`src/rtl/coreport_wbm_if.sv`:
```
// Wishbone classic bus bundle used between coreport_wbm (master) and a responder (slave).
interface coreport_wbm_if #(
  parameter int unsigned WIDTH = 8
);
  logic [31:0]      wb_adr_o;
  logic [WIDTH-1:0] wb_dat_o;
  logic             wb_we_o;
  logic             wb_cyc_o;
  logic             wb_stb_o;
  logic [2:0]       wb_cti_o;
  logic [1:0]       wb_bte_o;
  logic [WIDTH-1:0] wb_dat_i;
  logic             wb_ack_i;
  logic             wb_err_i;
  logic             wb_rty_i;

  modport master (
    output wb_adr_o, wb_dat_o, wb_we_o, wb_cyc_o, wb_stb_o, wb_cti_o, wb_bte_o,
    input  wb_dat_i, wb_ack_i, wb_err_i, wb_rty_i
  );

  modport slave (
    input  wb_adr_o, wb_dat_o, wb_we_o, wb_cyc_o, wb_stb_o, wb_cti_o, wb_bte_o,
    output wb_dat_i, wb_ack_i, wb_err_i, wb_rty_i
  );
endinterface

```
`src/rtl/coreport_wbm.sv`:
```
// Single-outstanding Wishbone classic initiator: one command -> one bus cycle -> one response.
// Optional bus timeout enabled by defining COREPORT_WBM_TIMEOUT_EN.
module coreport_wbm #(
  parameter int unsigned WIDTH          = 8,
  parameter int unsigned RD_DATA_DELAY  = 1,
  parameter int unsigned MAX_RETRY      = 2,
  parameter int unsigned TIMEOUT_CYCLES = 256
) (
  input  logic             wb_clk,
  input  logic             wb_rst,
  input  logic             cmd_valid_i,
  output logic             cmd_ready_o,
  input  logic [31:0]      cmd_adr_i,
  input  logic [WIDTH-1:0] cmd_dat_i,
  input  logic             cmd_we_i,
  output logic             rsp_valid_o,
  input  logic             rsp_ready_i,
  output logic [WIDTH-1:0] rsp_dat_o,
  output logic [1:0]       rsp_status_o,
  output logic             busy_o,
  coreport_wbm_if.master   wb
);

  typedef enum logic [2:0] {StIdle, StBus, StRdWait, StRetry, StRsp} state_e;

  localparam logic [1:0] StatOk  = 2'b00;
  localparam logic [1:0] StatErr = 2'b01;
  localparam logic [1:0] StatRty = 2'b10;
  localparam logic [1:0] StatTmo = 2'b11;
  localparam logic [1:0] RdDly   = 2'(RD_DATA_DELAY);
  localparam logic [3:0] MaxRty  = 4'(MAX_RETRY);

  state_e           state_q, state_d;
  logic [31:0]      adr_q, adr_d;
  logic [WIDTH-1:0] dat_q, dat_d;
  logic             we_q, we_d;
  logic             cyc_q, cyc_d;
  logic [3:0]       retry_q, retry_d;
  logic [1:0]       dly_q, dly_d;
  logic [WIDTH-1:0] rsp_dat_q, rsp_dat_d;
  logic [1:0]       rsp_status_q, rsp_status_d;
  logic             tmo_hit;

`ifdef COREPORT_WBM_TIMEOUT_EN
  localparam int unsigned TmoW = $clog2(TIMEOUT_CYCLES);
  localparam logic [TmoW-1:0] TmoLast = TmoW'(TIMEOUT_CYCLES - 1);

  logic [TmoW-1:0] tmo_q, tmo_d;

  // Counts only cycles with cyc/stb driven, so every (re)entry to BUS restarts it.
  always_comb begin
    tmo_d = '0;
    if (state_q == StBus && cyc_q) tmo_d = tmo_q + 1'b1;
  end

  assign tmo_hit = (state_q == StBus) && cyc_q && (tmo_q == TmoLast);

  always_ff @(posedge wb_clk) begin
    if (wb_rst) tmo_q <= '0;
    else        tmo_q <= tmo_d;
  end
`else
  assign tmo_hit = 1'b0;
`endif

  assign cmd_ready_o  = (state_q == StIdle) && !wb_rst;
  assign rsp_valid_o  = (state_q == StRsp);
  assign busy_o       = (state_q != StIdle);
  assign rsp_dat_o    = rsp_dat_q;
  assign rsp_status_o = rsp_status_q;

  assign wb.wb_adr_o = adr_q;
  assign wb.wb_dat_o = dat_q;
  assign wb.wb_we_o  = we_q;
  assign wb.wb_cyc_o = cyc_q;
  assign wb.wb_stb_o = cyc_q;
  assign wb.wb_cti_o = 3'b000;
  assign wb.wb_bte_o = 2'b00;

  always_comb begin
    state_d      = state_q;
    adr_d        = adr_q;
    dat_d        = dat_q;
    we_d         = we_q;
    cyc_d        = cyc_q;
    retry_d      = retry_q;
    dly_d        = dly_q;
    rsp_dat_d    = rsp_dat_q;
    rsp_status_d = rsp_status_q;

    unique case (state_q)
      StIdle: begin
        if (cmd_valid_i && cmd_ready_o) begin
          adr_d     = cmd_adr_i;
          dat_d     = cmd_dat_i;
          we_d      = cmd_we_i;
          retry_d   = '0;
          rsp_dat_d = '0;
          state_d   = StBus;
        end
      end
      StBus: begin
        // First BUS cycle after accept only launches cyc/stb; responses are sampled afterwards.
        if (!cyc_q) begin
          cyc_d = 1'b1;
        end else if (wb.wb_err_i) begin
          cyc_d        = 1'b0;
          rsp_status_d = StatErr;
          state_d      = StRsp;
        end else if (wb.wb_ack_i) begin
          cyc_d = 1'b0;
          if (we_q) begin
            rsp_status_d = StatOk;
            state_d      = StRsp;
          end else if (RD_DATA_DELAY == 0) begin
            rsp_dat_d    = wb.wb_dat_i;
            rsp_status_d = StatOk;
            state_d      = StRsp;
          end else begin
            dly_d   = 2'd1;
            state_d = StRdWait;
          end
        end else if (wb.wb_rty_i) begin
          cyc_d = 1'b0;
          if (retry_q == MaxRty) begin
            rsp_status_d = StatRty;
            state_d      = StRsp;
          end else begin
            retry_d = retry_q + 4'd1;
            state_d = StRetry;
          end
        end else if (tmo_hit) begin
          cyc_d        = 1'b0;
          rsp_status_d = StatTmo;
          state_d      = StRsp;
        end
      end
      StRdWait: begin
        if (dly_q == RdDly) begin
          rsp_dat_d    = wb.wb_dat_i;
          rsp_status_d = StatOk;
          state_d      = StRsp;
        end else begin
          dly_d = dly_q + 2'd1;
        end
      end
      StRetry: begin
        cyc_d   = 1'b1;
        state_d = StBus;
      end
      StRsp: begin
        if (rsp_ready_i) state_d = StIdle;
      end
      default: state_d = StIdle;
    endcase
  end

  always_ff @(posedge wb_clk) begin
    if (wb_rst) begin
      state_q      <= StIdle;
      adr_q        <= '0;
      dat_q        <= '0;
      we_q         <= 1'b0;
      cyc_q        <= 1'b0;
      retry_q      <= '0;
      dly_q        <= '0;
      rsp_dat_q    <= '0;
      rsp_status_q <= StatOk;
    end else begin
      state_q      <= state_d;
      adr_q        <= adr_d;
      dat_q        <= dat_d;
      we_q         <= we_d;
      cyc_q        <= cyc_d;
      retry_q      <= retry_d;
      dly_q        <= dly_d;
      rsp_dat_q    <= rsp_dat_d;
      rsp_status_q <= rsp_status_d;
    end
  end

endmodule

```
`src/flat_wrapper.sv`:
```
// flat-port wrapper written by rule: the top's interface ports become plain ports
module coreport_wbm_flat 
#(
  parameter int unsigned WIDTH          = 8,
  parameter int unsigned RD_DATA_DELAY  = 1,
  parameter int unsigned MAX_RETRY      = 2,
  parameter int unsigned TIMEOUT_CYCLES = 256
)
  (wb_clk, wb_rst, cmd_valid_i, cmd_ready_o, cmd_adr_i, cmd_dat_i, cmd_we_i, rsp_valid_o, rsp_ready_i, rsp_dat_o, rsp_status_o, busy_o, wb_wb_adr_o, wb_wb_dat_o, wb_wb_we_o, wb_wb_cyc_o, wb_wb_stb_o, wb_wb_cti_o, wb_wb_bte_o, wb_wb_dat_i, wb_wb_ack_i, wb_wb_err_i, wb_wb_rty_i);
  coreport_wbm_if #(.WIDTH(WIDTH)) wb_i ();
  input  logic wb_clk;
  input  logic wb_rst;
  input  logic cmd_valid_i;
  output logic cmd_ready_o;
  input  logic [31:0] cmd_adr_i;
  input  logic [WIDTH-1:0] cmd_dat_i;
  input  logic cmd_we_i;
  output logic rsp_valid_o;
  input  logic rsp_ready_i;
  output logic [WIDTH-1:0] rsp_dat_o;
  output logic [1:0] rsp_status_o;
  output logic busy_o;
  output wire logic [$bits(wb_i.wb_adr_o)-1:0] wb_wb_adr_o;
  output wire logic [$bits(wb_i.wb_dat_o)-1:0] wb_wb_dat_o;
  output wire logic [$bits(wb_i.wb_we_o)-1:0] wb_wb_we_o;
  output wire logic [$bits(wb_i.wb_cyc_o)-1:0] wb_wb_cyc_o;
  output wire logic [$bits(wb_i.wb_stb_o)-1:0] wb_wb_stb_o;
  output wire logic [$bits(wb_i.wb_cti_o)-1:0] wb_wb_cti_o;
  output wire logic [$bits(wb_i.wb_bte_o)-1:0] wb_wb_bte_o;
  input wire logic [$bits(wb_i.wb_dat_i)-1:0] wb_wb_dat_i;
  input wire logic [$bits(wb_i.wb_ack_i)-1:0] wb_wb_ack_i;
  input wire logic [$bits(wb_i.wb_err_i)-1:0] wb_wb_err_i;
  input wire logic [$bits(wb_i.wb_rty_i)-1:0] wb_wb_rty_i;
  assign wb_wb_adr_o = wb_i.wb_adr_o;
  assign wb_wb_dat_o = wb_i.wb_dat_o;
  assign wb_wb_we_o = wb_i.wb_we_o;
  assign wb_wb_cyc_o = wb_i.wb_cyc_o;
  assign wb_wb_stb_o = wb_i.wb_stb_o;
  assign wb_wb_cti_o = wb_i.wb_cti_o;
  assign wb_wb_bte_o = wb_i.wb_bte_o;
  assign wb_i.wb_dat_i = wb_wb_dat_i;
  assign wb_i.wb_ack_i = wb_wb_ack_i;
  assign wb_i.wb_err_i = wb_wb_err_i;
  assign wb_i.wb_rty_i = wb_wb_rty_i;
  coreport_wbm #(.WIDTH(WIDTH), .RD_DATA_DELAY(RD_DATA_DELAY), .MAX_RETRY(MAX_RETRY), .TIMEOUT_CYCLES(TIMEOUT_CYCLES)) u_core (.wb_clk(wb_clk), .wb_rst(wb_rst), .cmd_valid_i(cmd_valid_i), .cmd_ready_o(cmd_ready_o), .cmd_adr_i(cmd_adr_i), .cmd_dat_i(cmd_dat_i), .cmd_we_i(cmd_we_i), .rsp_valid_o(rsp_valid_o), .rsp_ready_i(rsp_ready_i), .rsp_dat_o(rsp_dat_o), .rsp_status_o(rsp_status_o), .busy_o(busy_o), .wb(wb_i));
endmodule
```
`config.mk`:
```
export PLATFORM = sky130hd
export DESIGN_NAME = coreport_wbm_flat
export DESIGN_NICKNAME = d
export VERILOG_FILES = /design/src/rtl/coreport_wbm_if.sv /design/src/rtl/coreport_wbm.sv /design/src/flat_wrapper.sv
export SDC_FILE = /design/constraint.sdc
export NUM_CORES = 1
export LEC_CHECK = 0
export CELL_PAD_IN_SITES_DETAIL_PLACEMENT = 0
export CELL_PAD_IN_SITES_GLOBAL_PLACEMENT = 1
export CORE_MARGIN = 2
export CORE_UTILIZATION = 29
export CTS_CLUSTER_DIAMETER = 120
export CTS_CLUSTER_SIZE = 25
export DETAILED_ROUTE_END_ITERATION = 16
export PLACE_DENSITY = 0.79
export SYNTH_ARGS = -nofsm -noshare
export SYNTH_HDL_FRONTEND = slang
export SYNTH_SLANG_ARGS = --single-unit
```
`constraint.sdc`:
```
create_clock -name wb_clk -period 5.1 [get_ports wb_clk]
set_input_delay 0.765 -clock wb_clk [delete_from_list [all_inputs] [get_ports wb_clk]]
set_output_delay 0.765 -clock wb_clk [all_outputs]
set_load 0.05 [all_outputs]
```
==> flow_summary.toml, run 1 <==
[sta]
setup_violations = 0
drv_slew = 0
worstMarginPinSlew_ps = 865.1
finalHoldViolations = 0
rsz0062_at_grt = "no"
setup_slack_ps = 1647
fmax_mhz = 289.6
tns_ps = 0
min_period_ps = 3453
finalCritPeriodShare_pct = 67.70
holdWs_ps = 453.3
skew_ps = 4.255
slew_headroom_pct = 42.15

[logic_synthesis]
yosys_warnings = 0
ys.flop_type = "dfxtp_1"
synth_cell_types = 45
netlist_instances = 309
synth_edf_count = 0
synthArstFlopShare_pct = 0
synthesis.area_sq_um = 2520
syn_area_per_cell_sq_um = 8.155
ys_ff_latch = 61
seq_area_frac_synth_pct = 48.46

[pwr]
power.density_nw_per_um2 = 329.5
p_leak_nw = 1.555
swShare_pct = 32.00
ir_drop_uv = 159.4
switchingPower_uw = 404.4
power_frac_clock_pct = 31.2
p_int_uw = 859.1
pwr-share-comb_pct = 26.6
pwr-share-seq_pct = 42.2

[layout]
finalNetCount = 468
layout.cells.non_filler = 520
drive_gt1_share_pct = 6.068
diodes = 0
syn_to_final_growth_pct = 52.18
final_cell_mix = "clkdlybuf4s50_1, nand2_1, dfxtp_1, nand3_1, a21oi_1"
nFillCells = 870
final_common_cell = "clkdlybuf4s50_1"

[global_routing]
grt_pass1_wl_mm = 10.94
grt_overflow = 0
grt_max_degree = 55
grt_pass1_vias = 2310
antenna_found_initial = 0
track_usage_pct = 13.94

[worst_setup_path]
cp_common_cell = "clkdlybuf4s50_1"
arrival_ps = 2690
critical_path_class = "in -> out"
critPathRequiredTime_ps = 4340
crit_path_start = "wb_rst"
worstPathMaxFanout = 23
reg2reg_depth = 4
crit_path_end_kind = "output port"
critPathLaunchType = "input pin"
path_cells = "clkdlybuf4s50_1 -> nor2_1 -> clkdlybuf4s50_1"
max_stage_delay_ps = 850
regToRegStartpoint = "u_core.state_q[2]$_SDFFE_PP0P_"
crit_slowest_cell = "clkdlybuf4s50_1"

[route]
dr.pass1.iters = 4
drc = 0
wl_met1_mm = 3.070
vias = 2431
wl_met3_um = 602
route.met2.wl_mm = 2.984
top_layer_used = "met4"
final_antenna_net_count = 0
avgRoutedWirePerCell_um = 12.97
totalWireLength_mm = 6.746
viasPerCell = 4.675
first_iter_violations = 60

[status]
outcome = "finished, final reports clean"

[min_path]
whs_path_depth = 2
hold_path.class = "reg -> reg"
hp-start = "u_core.wb.wb_dat_o[2]$_SDFFE_PP0P_"

[cts]
post_cts_resized = 0
htreeDepth = 3
clkSinkCount = 61
cts_tree = "yes"
cts_setup_buffers = 0
clock_tree.root_cell = "clkbuf_8"
clockBufferDepth = 2
cts_made_buffers = 9
clk_pin_slew_ps = 60
cts_hold_buf = 0
worstSkewPairLatency_ps = 330

[floorplan]
dieArea_sq_um = 9451
rows = 34
die_w_um = 97.22
die_y_um = 97.22
ios = 117
coreArea_sq_um = 8551
start_util_pct = 29.47

[place]
dp_slack_ps = 1632
io_buffers = 111
dp_hpwl_mm = 4.516
placed_cells = 506
gp_congestion = 0.7600

[flow_run]
cap_violations = 0
[cell families after synthesis]
| family | count (synthesis) | share of synthesized area [%] |
|---|---|---|
| AOI/OAI and AO/OA | 32 | 8.144 |
| adders and majority gates | 3 | 1.490 |
| buffers and inverters | 33 | 6.752 |
| DFF | 61 | 48.46 |
| muxes | 1 | 0.4468 |
| other | 1 | 0.1488 |
| and+or+nand+nor | 178 | 34.56 |
[critical path, delay by kind of cell]
family        cells  cell delay [ps]
simple gates      1              240
buf+inv           2             1680
[power groups by stage]
stage | clock [mW] | combinational [mW] | sequential, mW
final | 0.395 | 0.336 | 0.533
after global routing | 0.425 | 0.356 | 0.538
after CTS | 0.412 | 0.339 | 0.533
after detailed placement | 0 | 0.338 | 0.543
after global placement | 0 | 0.335 | 0.542
after floorplan | 0 | 0.104 | 0.651
[final timing paths]
path	to	slack, ps
worst max-delay path	cmd_ready_o	1650
worst min-delay path	u_core.wb.wb_dat_o[2]$_SDFFE_PP0P_	450
worst max register to register	u_core.retry_q[1]$_SDFFE_PP0P_	2900
worst min register to register	u_core.wb.wb_dat_o[2]$_SDFFE_PP0P_	450
[synth_stat cells (2+ instances only)]
library cell   n  share of area [%]
inv_1          5               0.74
nor2b_1        2               0.50
nor2_1         6               0.89
nand2_1       92                 14
or3b_2         2               0.70
or3b_1         3                1.0
clkbuf_1       9                1.3
nand3_1       56                 11
buf_2          7                1.4
buf_1          4               0.60
ha_1           3                1.5
buf_6          2               0.89
a21oi_1       15                3.0
o22ai_1        3               0.74
nor3b_1        2               0.60
a31oi_1        2               0.50
or3_1          3               0.74
buf_4          6                1.8
dfxtp_1       61                 48
[per-stage QoR]
step                      instance area, sq um  total power, mW  util (%)
after floorplan                           2535           0.7548         -
after global placement                    3651           0.8773     42.70
after detailed placement                  3651           0.8810     42.70
after CTS                                 3835            1.285     44.85
after global routing                      3835            1.319     44.85
final                                     3835            1.263     44.85
[layer usage]
| layer | vias up | GRT usage [%] |
|---|---|---|
| met3 | 8 | 6.187 |
| met4 | 0 | 4.274 |
| met2 | 92 | 22.06 |
| met5 | - | 0 |
| li1 | 1226 | - |
| met1 | 1105 | 17.13 |
[state kept, by name (all words and copies together) (netlist names)]
signal and count:
u_core.rsp_dat_o 8, u_core.wb.wb_cyc_o 1, u_core.rsp_status_o 2, u_core.state_q 3, u_core.wb.wb_we_o 1, u_core.retry_q 4
u_core.wb.wb_dat_o 8, u_core.dly_q 2, u_core.wb.wb_adr_o 32
[cell type report]
type                    count  area [sq um]  share of cell area (%)
clock buffers              13         178.9                   4.666
multi-input cells         219          1150                   29.98
inverters                   5         18.77                  0.4894
well taps                 108         135.1                   3.524
flip-flops and latches     61          1221                   31.84
repair buffers            113          1126                   29.36
clock inverters             1         5.005                  0.1305
No activity file was read; power rests on OpenSTA's default activity.
==> run 2: changes to the inputs <==
--- a/config.mk
+++ b/config.mk
@@ -8,11 +8,11 @@
 export CELL_PAD_IN_SITES_DETAIL_PLACEMENT = 0
 export CELL_PAD_IN_SITES_GLOBAL_PLACEMENT = 1
 export CORE_MARGIN = 2
-export CORE_UTILIZATION = 29
+export CORE_UTILIZATION = 26
 export CTS_CLUSTER_DIAMETER = 120
 export CTS_CLUSTER_SIZE = 25
 export DETAILED_ROUTE_END_ITERATION = 16
-export PLACE_DENSITY = 0.79
+export PLACE_DENSITY = 0.75
 export SYNTH_ARGS = -nofsm -noshare
 export SYNTH_HDL_FRONTEND = slang
 export SYNTH_SLANG_ARGS = --single-unit
==> constraint.sdc (replaced) <==
create_clock -name wb_clk -period 2.98 [get_ports wb_clk]
set_input_delay 0.447 -clock wb_clk [delete_from_list [all_inputs] [get_ports wb_clk]]
set_output_delay 0.447 -clock wb_clk [all_outputs]
set_load 0.05 [all_outputs]
==> flow_summary.toml, run 2 (synthesis gave the netlist of run 1 again) <==
[status]
outcome = "finished, final reports clean"

[place]
dp_slack_ps = 758.6
gp_congestion = 0.7750
io_buffers = 111
dp_hpwl_mm = 4.912

[layout]
largest_register_ffs = 32
diodes = 0
multiInputGateArea_sq_um = 1150
drive_gt1_share_pct = 6.715
nFillCells = 966
syn_to_final_growth_pct = 53.82
final_common_cell = "clkdlybuf4s50_1"
finalNetCount = 472
seqCellArea_sq_um = 1221
final_cell_mix = "clkdlybuf4s50_1, nand2_1, dfxtp_1, nand3_1, a21oi_1"

[sta]
skew_ps = 3.443
setup_slack_ps = 517.6
fmax_mhz = 406.1
drv_slew = 0
slew_headroom_pct = 61.33
finalHoldViolations = 0
setup_violations = 0
rsz0062_at_grt = "no"
finalCritPeriodShare_pct = 82.63
min_period_ps = 2462
tns_ps = 0
worstMarginPinSlew_ps = 572.0

[worst_setup_path]
critPathRequiredTime_ps = 2530
arrival_ps = 2020
r2r_setup_slack_ps = 990
worstPathMaxFanout = 13
rr_endpoint = "u_core.wb.wb_dat_o[6]$_SDFFE_PP0P_"
regToRegStartpoint = "u_core.state_q[2]$_SDFFE_PP0P_"
critical_path_class = "reg -> out"
reg2reg_depth = 5
critPathLaunchType = "register"
crit_path_end_kind = "output port"

[min_path]
hp-start = "u_core.wb.wb_adr_o[21]$_SDFFE_PP0P_"
whs_path_depth = 2
min_to = "u_core.wb.wb_adr_o[21]$_SDFFE_PP0P_"
hold_path.class = "reg -> reg"

[cts]
cts_hold_buf = 0
clkSinkCount = 61
worstSkewPairLatency_ps = 320
cts_setup_buffers = 0
clk_pin_slew_ps = 60
cts_tree = "yes"
htreeDepth = 3
cts_made_buffers = 9
post_cts_resized = 0
clockBufferDepth = 2
clock_tree.root_cell = "clkbuf_8"

[floorplan]
coreArea_sq_um = 9328
ios = 117
dieArea_sq_um = 10500
die_w_um = 102.4
start_util_pct = 27.02
rows = 35
die_y_um = 102.4

[route]
vias = 2483
dr.pass1.iters = 4
avgRoutedWirePerCell_um = 12.76
first_iter_violations = 106
viasPerCell = 4.548
final_antenna_net_count = 0
drc = 0
totalWireLength_mm = 6.965

[pwr]
p_leak_nw = 1.564
power.density_nw_per_um2 = 545.6
ir_drop_uv = 200.9

[global_routing]
grt_pass1_vias = 2374
grt_overflow = 0
grt_max_degree = 47
antenna_found_initial = 0
track_usage_pct = 13.34
grt_pass1_wl_mm = 11.03

[flow_run]
cap_violations = 0
-- run 2: worst max path at each step --
stage	end	slack, ps	depth (start not counted)	start
after floorplan	cmd_ready_o	790	3	u_core.state_q[2]$_SDFFE_PP0P_
after global placement	u_core.rsp_status_o[1]$_SDFFE_PP0P_	820	5	wb_rst
after detailed placement	u_core.state_q[0]$_SDFFE_PP0P_	760	5	wb_rst
after CTS	busy_o	490	2	u_core.state_q[2]$_SDFFE_PP0P_
after global routing	busy_o	410	2	u_core.state_q[2]$_SDFFE_PP0P_
final	busy_o	520	2	u_core.state_q[2]$_SDFFE_PP0P_
-- run 2: layer usage --
metal | global-route usage, % | wire length (um)
met5 | 0 | 0
met3 | 5.540 | 662
met1 | 16.71 | 3155
met4 | 4.821 | 53
met2 | 20.56 | 3094
-- run 2: per-stage QoR --
| step | area [sq um] | util [%] | instances | power (mW) | hold WS (ps) |
|---|---|---|---|---|---|
| finish | 3876 | 41.56 | 546 | 2.115 | 450.9 |
| floorplan | 2535 | - | 313 | 1.292 | 455.9 |
| global route | 3876 | 41.56 | 546 | 2.237 | 469.9 |
| detailed placement | 3717 | 39.85 | 531 | 1.518 | 444.7 |
| CTS | 3876 | 41.56 | 546 | 2.155 | 456.0 |
| global placement | 3717 | 39.85 | 531 | 1.515 | 440.1 |
-- run 2: layout make-up --
| cell class | instances | area share (%) |
|---|---|---|
| inverters | 5 | 0.4842 |
| clock inverters | 2 | 0.2582 |
| well taps | 129 | 4.164 |
| multi-input cells | 219 | 29.66 |
| flip-flops and latches | 61 | 31.50 |
| clock buffers | 13 | 3.841 |
| repair buffers | 117 | 30.08 |
-- run 2: critical path: stages, from the launching register on --
cell and delay (ps):
dfxtp_1 540, or3_1 300, clkdlybuf4s50_1 860
-- run 2: power breakdown --
group	internal, mW	leakage [nW]	switching [mW]	total (mW)
clock network	0.318	0.0833	0.300	0.618
registers	0.875	0.500	0.0373	0.913
logic	0.220	0.981	0.364	0.584
total	1.41	1.56	0.701	2.11
